### config.mk
export PLATFORM = sky130hd
export DESIGN_NAME = mmio_uart_fifo
export DESIGN_NICKNAME = d
export VERILOG_FILES = /design/src/rtl/mmio_uart_fifo_pkg.sv /design/src/rtl/mmio_uart_fifo_sync_fifo.sv /design/src/rtl/mmio_uart_fifo.sv
export SDC_FILE = /design/constraint.sdc
export NUM_CORES = 1
export LEC_CHECK = 0
export CAP_MARGIN = 10
export CORE_ASPECT_RATIO = 0.75
export CORE_MARGIN = 10
export CORE_UTILIZATION = 47
export DETAILED_ROUTE_END_ITERATION = 6
export MAX_ROUTING_LAYER = met4
export PLACE_DENSITY = 0.68
export REMOVE_ABC_BUFFERS = 1
export SETUP_SLACK_MARGIN = 0.5
export SLEW_MARGIN = 15
export SYNTH_ARGS = -nofsm -noshare
export SYNTH_HDL_FRONTEND = slang
export SYNTH_SLANG_ARGS = --single-unit
export TNS_END_PERCENT = 20
### constraint.sdc
create_clock -name clk -period 3.14 [get_ports clk]
set_input_delay 0.314 -clock clk [delete_from_list [all_inputs] [get_ports clk]]
set_output_delay 0.314 -clock clk [all_outputs]
set_load 0.1 [all_outputs]
### src/rtl/mmio_uart_fifo_pkg.sv
// mmio_uart_fifo_pkg: shared address map and status bit layout for the MMIO UART block
// Holds the default I/O window base, register offsets within the window,
// and the bit positions of the status word.
package mmio_uart_fifo_pkg;
    localparam logic [31:0] DEF_IO_BASE    = 32'h8000_0000;
    localparam logic [7:0]  OFS_STATUS     = 8'h00;
    localparam logic [7:0]  OFS_RX         = 8'h04;
    localparam logic [7:0]  OFS_TX         = 8'h08;
    localparam logic [7:0]  OFS_CYC        = 8'h10;
    localparam logic [7:0]  OFS_CYC_CLR    = 8'h18;
    localparam int          ST_TX_NOTFULL  = 0;
    localparam int          ST_RX_NONEMPTY = 1;
    localparam int          ST_OVF         = 2;
endpackage

### src/rtl/mmio_uart_fifo_sync_fifo.sv
// sync_fifo: show-ahead synchronous FIFO with simultaneous push/pop
// Ports:
//   clk, rst      clock and synchronous active-high reset
//   push, din     write request and data; ignored when full unless a pop frees a slot
//   pop           read request; ignored when empty
//   dout          head entry, valid whenever empty is low
//   full, empty   occupancy flags
//   count         number of stored entries (log2(DEPTH)+1 bits)
module sync_fifo #(
    parameter int WIDTH = 8,
    parameter int DEPTH = 8
) (
    input  logic                     clk,
    input  logic                     rst,
    input  logic                     push,
    input  logic                     pop,
    input  logic [WIDTH-1:0]         din,
    output logic [WIDTH-1:0]         dout,
    output logic                     full,
    output logic                     empty,
    output logic [$clog2(DEPTH):0]   count
);
    localparam int AW = $clog2(DEPTH);

    logic [WIDTH-1:0] mem [DEPTH];
    logic [AW-1:0]    wp, rp;
    logic             do_push, do_pop;

    assign full    = count == (AW+1)'(DEPTH);
    assign empty   = count == '0;
    assign do_pop  = pop && !empty;
    // a pop in the same cycle frees the slot a push at full needs
    assign do_push = push && (!full || do_pop);
    assign dout    = mem[rp];

    always_ff @(posedge clk) begin
        if (rst) begin
            wp    <= '0;
            rp    <= '0;
            count <= '0;
        end else begin
            if (do_push) wp <= wp + 1'b1;
            if (do_pop) rp <= rp + 1'b1;
            count <= count + (AW+1)'(do_push) - (AW+1)'(do_pop);
        end
    end

    always_ff @(posedge clk) begin
        if (do_push) mem[wp] <= din;
    end
endmodule

### src/rtl/mmio_uart_fifo.sv
// mmio_uart_fifo: memory-mapped UART bridge with TX/RX FIFOs, status and cycle counter
// Ports:
//   clk, rst                  clock and synchronous active-high reset
//   stall                     freezes CPU-side pushes, pops, counter clear and dout
//   addr, re, we, din         execute-stage load/store request
//   dout                      registered load data, one cycle after re
//   uart_din/_vld/_rdy        TX stream toward the UART transmitter (show-ahead)
//   uart_dout/_vld/_rdy       RX stream from the UART receiver
// Build option: define MMIO_UART_OVF_STICKY_EN for the sticky RX overflow status bit.
module mmio_uart_fifo
    import mmio_uart_fifo_pkg::*;
#(
    parameter int          TX_DEPTH = 8,
    parameter int          RX_DEPTH = 8,
    parameter logic [31:0] IO_BASE  = DEF_IO_BASE
) (
    input  logic        clk,
    input  logic        rst,
    input  logic        stall,
    input  logic [31:0] addr,
    input  logic        re,
    input  logic        we,
    input  logic [7:0]  din,
    output logic [31:0] dout,
    output logic [7:0]  uart_din,
    output logic        uart_din_vld,
    input  logic        uart_din_rdy,
    input  logic [7:0]  uart_dout,
    input  logic        uart_dout_vld,
    output logic        uart_dout_rdy
);
    logic                      hit, cpu_rd, cpu_wr;
    logic [7:0]                ofs;
    logic                      tx_push, rx_pop, cyc_clr, st_rd;
    logic                      tx_full, tx_empty, rx_full, rx_empty;
    logic [7:0]                rx_head;
    logic [$clog2(TX_DEPTH):0] tx_cnt;
    logic [$clog2(RX_DEPTH):0] rx_cnt;
    logic [31:0]               cyc, status, rd_data;
    logic                      ovf;

    assign hit     = addr[31:28] == IO_BASE[31:28];
    assign ofs     = addr[7:0];
    assign cpu_rd  = re && !stall;
    assign cpu_wr  = we && !stall && hit;
    assign tx_push = cpu_wr && ofs == OFS_TX;
    assign cyc_clr = cpu_wr && ofs == OFS_CYC_CLR;
    assign rx_pop  = cpu_rd && hit && ofs == OFS_RX;
    assign st_rd   = cpu_rd && hit && ofs == OFS_STATUS;

    assign uart_din_vld  = !tx_empty;
    assign uart_dout_rdy = !rx_full;

    sync_fifo #(.WIDTH(8), .DEPTH(TX_DEPTH)) u_tx (
        .clk   (clk),
        .rst   (rst),
        .push  (tx_push),
        .pop   (uart_din_vld && uart_din_rdy),
        .din   (din),
        .dout  (uart_din),
        .full  (tx_full),
        .empty (tx_empty),
        .count (tx_cnt)
    );

    sync_fifo #(.WIDTH(8), .DEPTH(RX_DEPTH)) u_rx (
        .clk   (clk),
        .rst   (rst),
        .push  (uart_dout_vld && uart_dout_rdy),
        .pop   (rx_pop),
        .din   (uart_dout),
        .dout  (rx_head),
        .full  (rx_full),
        .empty (rx_empty),
        .count (rx_cnt)
    );

`ifdef MMIO_UART_OVF_STICKY_EN
    // an arriving byte that finds RX full outranks a status-read clear
    always_ff @(posedge clk) begin
        if (rst) ovf <= 1'b0;
        else if (uart_dout_vld && rx_full) ovf <= 1'b1;
        else if (st_rd) ovf <= 1'b0;
    end
`else
    assign ovf = 1'b0;
`endif

    always_comb begin
        status                 = '0;
        status[ST_TX_NOTFULL]  = !tx_full;
        status[ST_RX_NONEMPTY] = !rx_empty;
        status[ST_OVF]         = ovf;
    end

    // stale RX storage must never leak out when the FIFO is empty
    assign rd_data = !hit                ? 32'h0 :
                     ofs == OFS_STATUS   ? status :
                     ofs == OFS_RX       ? {24'h0, rx_empty ? 8'h0 : rx_head} :
                     ofs == OFS_CYC      ? cyc : 32'h0;

    always_ff @(posedge clk) begin
        if (rst) dout <= '0;
        else if (cpu_rd) dout <= rd_data;
    end

    always_ff @(posedge clk) begin
        if (rst || cyc_clr) cyc <= '0;
        else cyc <= cyc + 32'd1;
    end
endmodule
==> results of run 1 <==
[flip-flops by register name, indices dropped and copies added, names as in the netlist, named ones only]
signal	cells
u_rx.mem	64
u_tx.mem	64
cyc	32
dout	32
u_rx.count	4
u_tx.count	4
u_rx.rp	3
u_rx.wp	3
u_tx.rp	3
u_tx.wp	3
[layer usage]
layer | vias up | global-route usage
met3 | 29 | 0.02754
met4 | 0 | 0.03876
met1 | 2973 | 0.2014
li1 | 2796 | -
met5 | - | -
met2 | 142 | 0.2673
[logic make-up after synthesis]
logic type      share of synthesized area
compound gates                    0.07660
xor+xnor                          0.01936
fa+ha+maj                         0.02793
buf+inv                           0.02765
flops                              0.6239
mux                                0.1004
simple gates                       0.1242
[cell usage in the layout, fill, tap and decap left out, types with 7 or more instances in the layout]
cell,n
a21oi_1,28
a311oi_1,7
a32oi_1,25
and3_1,8
buf_4,44
clkbuf_16,21
clkdlybuf4s50_1,65
dfxtp_1,90
edfxtp_1,128
ha_1,17
inv_1,27
mux2_2,8
mux2i_1,12
mux4_2,31
nand2_1,31
nand3_1,26
nand3b_1,7
nand4_1,8
nor2_1,59
nor3_1,11
nor4_1,13
o21ai_0,7
or3_1,11
xnor2_1,9
xor2_1,11
[report_power, final]
| group | total [mW] | switching [mW] | internal (mW) |
|---|---|---|---|
| sequential | 3.20 | 0.0774 | 3.13 |
| combinational | 1.39 | 0.879 | 0.513 |
| clock | 2.60 | 1.04 | 1.56 |
[worst max-delay path, stage by stage]
cell,delay (ps)
clkdlybuf4s50_1,420
or4b_1,560
or4_4,450
nor2_1,130
ha_1,240
inv_1,60
ha_1,160
inv_1,60
fa_1,390
xor2_1,160
nor2_1,50
[final cells by class]
class / count / area, um2 / area share
Tap cell: 247 / 309.0 / 0.02828
Multi-Input combinational cell: 399 / 3171 / 0.2902
Sequential cell: 218 / 5645 / 0.5167
Timing Repair Buffer: 110 / 985.9 / 0.09023
Inverter: 27 / 101.3 / 0.009275
Clock buffer: 23 / 533.0 / 0.04878
Clock inverter: 15 / 181.4 / 0.01660
[stage by stage]
stage	util	power (mW)	hold WS, ps
6_report	0.5836	7.194	188.1
4_1_cts	0.5833	7.264	175.0
3_5_place_dp	0.5451	4.671	474.3
5_1_grt	0.5836	7.486	197.6
2_1_floorplan	-	4.281	380.7
3_3_place_gp	0.5451	4.614	466.3
[how the worst min path moves through the flow]
| stage | start | slack [ps] | to |
|---|---|---|---|
| 3_3_place_gp | u_tx.rp[1] | 470 | u_tx.rp[1] |
| 2_1_floorplan | rst | 380 | u_rx.count[1] |
| 6_report | rst | 190 | dout[25] |
| 3_5_place_dp | dout[28] | 470 | dout[28] |
| 5_1_grt | rst | 200 | dout[25] |
| 4_1_cts | rst | 170 | dout[25] |
[repair_timing]
action	CTS	global route
endpoints found under the hold margin	0	0
gates resized for setup	0	1
hold buffers	0	0
endpoints found under the setup margin	0	12
[cells in the mapped netlist, drive strengths merged, types with 7 or more instances]
master	number	area (um2)
edfxtp	128	3844
dfxtp	90	1802
nor2	59	221.5
mux4	31	698.2
nand2	31	116.4
clkbuf	30	112.6
a21oi	28	140.1
inv	27	101.4
nand3	26	130.1
a32oi	25	219.0
ha	17	212.7
nor4	14	93.84
mux2i	12	120.1
nor3	11	55.05
or3	11	68.82
xor2	11	96.34
o21ai	9	45.04
xnor2	9	78.83
and3	8	50.05
buf	8	36.28
mux2	8	90.09
nand4	8	50.05
a311oi	7	61.31
nand3b	7	52.55
==> qor.csv, run 1 <==
metric,value,unit
grt_use_total,0.1606,
antenna_found_initial,0,
start_util,0.4833,
final.setup.worst_slack,507.5,ps
coreArea,18720,um2
tritoncts,built,
h-tree-depth,1,
setup_viol,0,
hold_viol,0,
area_growth,20.75,%
r2r-start,u_tx.count[2],
io_pins,97,
synth_edf_count,128,
p_leak,3.597,nW
clock_latency,500,ps
cp_data_required_time,3490,ps
rows,43,
async_flop_share,0,
die_y,140.2,um
synth_ff_type,edfxtp_1,
root_buffer,clkbuf_16,
clk_pin_slew,60,ps
drcViolationCount,0,
grt_start_max_net_pins,47,
nNetsFinal,851,
reg2reg_setup_slack,630,ps
grt_pass1_wl,32.30,mm
netlist_area,9049,um2
dr.pass1.iters,5,
yosysUniqueCellTypes,54,
ir_drop,0.5597,mV
numCtsBuffers,21,
max_freq,379.9,MHz
dpl.cell_count,1001,
r2r_cells,12,
antenna_cells,0,
ys_warn_count,0,
endpoint_kind,register,
dpl_cell_area,10210,um2
postRouteAntennaNets,0,
dp_slack,22.02,ps
p_per_area,658.4,nW/um2
nFillCells,1466,
relSlewSlack,0.3270,
slew_viol_final,0,
worstPathArrival,2980,ps
routed_wirelength,20.39,mm
grt_overflow,0,
post-route-min-period,2632,ps
drt-met1-wl,9.093,mm
post_drt_wl_per_cell,19.62,um
instances_no_fill,1039,
crit_end,u_rx.count[2],
criticalPathCategory,in2reg,
die_x,180.2,um
die-area,25260,um2
dp_hpwl,14.23,mm
cts_sinks,218,
final_layout_size_suffix_gt1_frac,0.1616,
first_global_vias,6021,
clock_skew,26.27,ps
crit_fanout,2,
dr_total_vias,5940,
hold_depth,2,
postCtsSetupBuffers,0,
min_path_type,in2reg,
rr_endpoint,u_tx.count[2],
status,"finished, final reports clean",
ys_ff_latch,218,
globalplace.congestion,0.8265,
cts.path.max_buffers,3,
route.met2.wl,10.07,mm
max-cap-violations,0,
top_layer,met4,
via_per_inst,5.717,
rsz0062_at_grt,yes,
ys_seq_area_frac,0.6239,
dr_wl_met3,838,um
port_buffers,76,
crit_path_start,addr[30],
final_area,10930,um2
worst_pin_slew,1006,ps
drtIter0Drc,428,
synth_area_per_cell,13.27,um2
start_kind,primary input,
finalSetupTns,0,ps
min_period_over_period,0.8384,
syn_inst,682,
Note: power is estimated with default switching activity, not from simulation.
==> run 2: changes to the inputs <==
PLACE_DENSITY = 0.71   (was 0.68)
clock period = 2.1 ns   (was 3.14 ns; I/O delays follow)
==> qor.csv, run 2 (synthesis results as in run 1) <==
metric,value,unit
start_util,0.4833,
grt_overflow,0,
clock_latency,510,ps
r2r-start,u_tx.count[2],
slew_viol_final,0,
reg2reg_setup_slack,-90,ps
min_from,addr[29],
min_period_over_period,1.058,
globalplace.congestion,0.8697,
grt_start_max_net_pins,47,
rr_endpoint,u_tx.count[3],
violations,negative setup slack,
antenna_found_initial,0,
post_drt_wl_per_cell,20.02,um
final_common_cell,edfxtp_1,
postRouteAntennaNets,0,
max-cap-violations,0,
hold_depth,5,
clock_skew,23.57,ps
dp_hpwl,14.58,mm
area_growth,33.24,%
max_freq,449.9,MHz
criticalPathCategory,reg2out,
drcViolationCount,0,
cts.path.max_buffers,3,
coreArea,18720,um2
die_x,180.2,um
dr_total_vias,6234,
final_cell_mix,"edfxtp_1, buf_4, dfxtp_1",
port_buffers,76,
dp_slack,-861.5,ps
p_leak,4.126,nW
worst_pin_slew,609.0,ps
start_kind,register,
relSlewSlack,0.5934,
dr.pass1.iters,5,
ir_drop,1.113,mV
endpoint_kind,primary output,
rows,43,
cp_data_required_time,1890,ps
io_pins,97,
reg.largest.list,"u_rx.mem x64, u_tx.mem x64",
dpl_cell_area,10590,um2
final_layout_size_suffix_gt1_frac,0.3543,
grt_use_total,0.1737,
p_per_area,968.4,nW/um2
first_global_vias,6541,
hold_viol,0,
final.setup.worst_slack,-122.6,ps
routed_wirelength,21.79,mm
die-area,25260,um2
rsz0062_at_grt,yes,
setup_viol,48,
root_buffer,clkbuf_16,
h-tree-depth,1,
cts_sinks,218,
post-route-min-period,2223,ps
antenna_cells,0,
power,11.68,mW
status,finished with violations,
drtIter0Drc,465,
min_path_type,in2reg,
clk_pin_slew,60,ps
via_per_inst,5.730,
utilization,0.6439,
crit_fanout,8,
r2r_cells,13,
grt_pass1_wl,35.07,mm
min_to,dout[0],
numCtsBuffers,22,
nNetsFinal,899,
final_area,12060,um2
worstPathArrival,2010,ps
tritoncts,built,
die_y,140.2,um
-- run 2: changes by cell type in the layout (fill, tap and decap cells not counted), sizes merged, moves of 3 or more --
cell / before / now
dlygate4sd2: 0 / 5
buf: 45 / 127
clkbuf: 23 / 31
clkdlybuf4s50: 65 / 24
bufinv: 4 / 1
-- run 2: layout make-up --
cell class | instances | area (um2)
Clock inverter | 9 | 78.83
Fill cell | 1334 | 6666
Multi-Input combinational cell | 399 | 3696
Inverter | 27 | 103.9
Clock buffer | 31 | 625.6
Timing Repair Buffer | 157 | 1560
Sequential cell | 218 | 5683
Tap cell | 247 | 309.0
-- run 2: critical path: stages (launching register included) --
cell and delay (ps):
dfxtp_4 390, buf_12 150, mux4_2 510, mux2_4 300, buf_12 170
-- run 2: report_power, final --
part	switching, mW	internal [mW]	leakage [nW]
registers	0.116	4.69	1.89
clock network	1.56	2.21	0.340
logic	1.65	1.47	1.89
total	3.32	8.36	4.13
-- run 2: worst max path at each step --
stage,start,end,slack (ps),cells past startpoint
after floorplan,u_tx.count[2],u_tx.mem[2][0],-660,6
after global placement,addr[30],u_rx.count[2],-820,11
after detailed placement,addr[30],u_rx.count[2],-860,11
after CTS,register,uart_din[2],-150,4
after global routing,register,uart_din[1],-180,4
final,register,uart_din[1],-120,4
-- run 2: timing repair --
action | CTS | global route
hold buffers | 1 | 0
pin swaps | 43 | 24
buffers inserted | 6 | 0
endpoints found under the hold margin | 1 | 0
resized for setup | 159 | 38
setup endpoints to repair | 185 | 195
cloned | 1 | 0
-- run 2: routing by layer --
layer	global-route usage	part of all wire	vias up
met3	0.02548	0.041	42
met2	0.2947	0.50	171
li1	-	-	2906
met4	0.04953	0.024	0
met5	-	0	-
met1	0.2129	0.43	3115
-- run 2: per-stage QoR --
stage | TNS [ps] | hold WS (ps) | cells
2_1_floorplan | -62160 | 276.7 | 644
4_1_cts | -6375 | 252.1 | 1088
3_3_place_gp | -35920 | 467.3 | 1040
6_report | -3049 | 274.1 | 1088
3_5_place_dp | -46410 | 481.1 | 1040
5_1_grt | -6965 | 291.0 | 1088
==> run 3: changes to the inputs <==
CORE_MARGIN = unset   (was 10)
CORE_UTILIZATION = 46   (was 47)
PLACE_DENSITY = 0.7   (was 0.71)
==> qor.csv, run 3 (synthesis results as in run 1) <==
metric,value,unit
clock_skew,15.20,ps
cts_sinks,218,
globalplace.congestion,0.8446,
ir_drop,1.030,mV
multiInputGateArea,3791,um2
root_buffer,clkbuf_16,
crit_fanout,8,
cts.path.max_buffers,3,
tritoncts,built,
numCtsBuffers,22,
final_layout_size_suffix_gt1_frac,0.3862,
relSlewSlack,0.5905,
grt_use_total,0.2201,
rsz0062_at_grt,yes,
utilization,0.6358,
hold_viol,0,
criticalPathCategory,reg2out,
start_kind,register,
port_buffers,76,
postRouteAntennaNets,0,
h-tree-depth,1,
max-cap-violations,0,
cp_data_required_time,1890,ps
min_from,rst,
post_drt_wl_per_cell,19.90,um
p_leak,4.314,nW
routed_wirelength,21.99,mm
rows,44,
nFillCells,1360,
worst_pin_slew,613.4,ps
min_period_over_period,1.077,
worstPathArrival,2050,ps
p_per_area,987.7,nW/um2
violations,negative setup slack,
r2r-start,u_tx.count[2],
antenna_found_initial,0,
dr.pass1.iters,5,
dp_hpwl,13.91,mm
setup_viol,55,
via_per_inst,5.796,
max_freq,442.1,MHz
dpl.cell_count,1046,
first_global_vias,6398,
seqCellArea,5684,um2
grt_start_max_net_pins,48,
endpoint_kind,primary output,
die-area,20240,um2
dr_total_vias,6405,
slew_viol_final,0,
min_to,dout[26],
grt_pass1_wl,33.26,mm
reg2reg_setup_slack,-120,ps
power,12.14,mW
post-route-min-period,2262,ps
final_common_cell,edfxtp_1,
area_growth,35.77,%
die_x,164.0,um
reg.largest.list,"u_rx.mem x64, u_tx.mem x64",
start_util,0.4683,
nNetsFinal,910,
final.setup.worst_slack,-161.8,ps
drcViolationCount,0,
hold_depth,2,
instances_no_fill,1105,
r2r_cells,11,
status,finished with violations,
io_pins,97,
grt_overflow,0,
clock_latency,510,ps
rr_endpoint,u_tx.count[1],
die_y,123.5,um
min_path_type,in2reg,
drtIter0Drc,399,
whs,95.54,ps
coreArea,19320,um2
clk_pin_slew,60,ps
final_cell_mix,"edfxtp_1, buf_4, dfxtp_1",
antenna_cells,0,
-- run 3: changes by cell type in the layout (fill, tap and decap cells not counted), moves of 4 or more --
cell / previous run / this run
a21oi_2: 3 / 7
a21oi_1: 25 / 21
or3_4: 3 / 8
or3_1: 8 / 3
buf_4: 80 / 95
-- run 3: timing repair --
| item | in CTS | in global routing |
|---|---|---|
| gates resized for setup | 144 | 72 |
| cloned | 1 | 0 |
| setup buffers | 13 | 5 |
| hold buffers | 0 | 0 |
| setup endpoints to repair | 216 | 199 |
| pin swaps | 36 | 43 |
-- run 3: how the worst max path moves through the flow --
stage	from	to	depth (start not counted)
2_1_floorplan	u_tx.count[2]	u_tx.mem[2][0]	6
3_3_place_gp	addr[30]	u_rx.count[2]	11
3_5_place_dp	addr[1]	u_rx.count[2]	11
4_1_cts	register	uart_din[7]	4
5_1_grt	register	uart_din[7]	4
6_report	register	uart_din[7]	4
-- run 3: layout make-up --
| class | count | area share |
|---|---|---|
| inverters | 27 | 0.008453 |
| repair buffers | 168 | 0.1328 |
| multi-input cells | 399 | 0.3086 |
| clock buffers | 28 | 0.04838 |
| flip-flops and latches | 218 | 0.4627 |
| well taps | 253 | 0.02577 |
| clock inverters | 12 | 0.01334 |
-- run 3: routing by layer --
layer,global-route usage,vias up,part of all wire
met5,-,-,0
met2,0.3782,195,0.50
li1,-,2925,-
met4,0.06019,0,0.028
met3,0.02885,46,0.045
met1,0.2753,3239,0.43
-- run 3: critical path, cell delays in order (launching register included) --
cell	delay (ps)
dfxtp_4	390
buf_12	150
mux4_2	540
mux2_4	300
buf_12	170
-- run 3: power by group --
part,switching [mW],total [mW],internal [mW]
Sequential,0.103,4.79,4.68
Combinational,1.70,3.24,1.55
Clock,1.61,4.10,2.50
-- run 3: per-stage QoR --
stage                     area, um2  setup TNS, ps  setup WS, ps
after floorplan                8900         -62160        -664.3
after global placement        10600         -42450        -892.6
after detailed placement      10600         -51940        -972.4
after CTS                     11930          -7616        -193.5
after global routing          12290          -7865        -209.0
final                         12290          -3500        -161.8
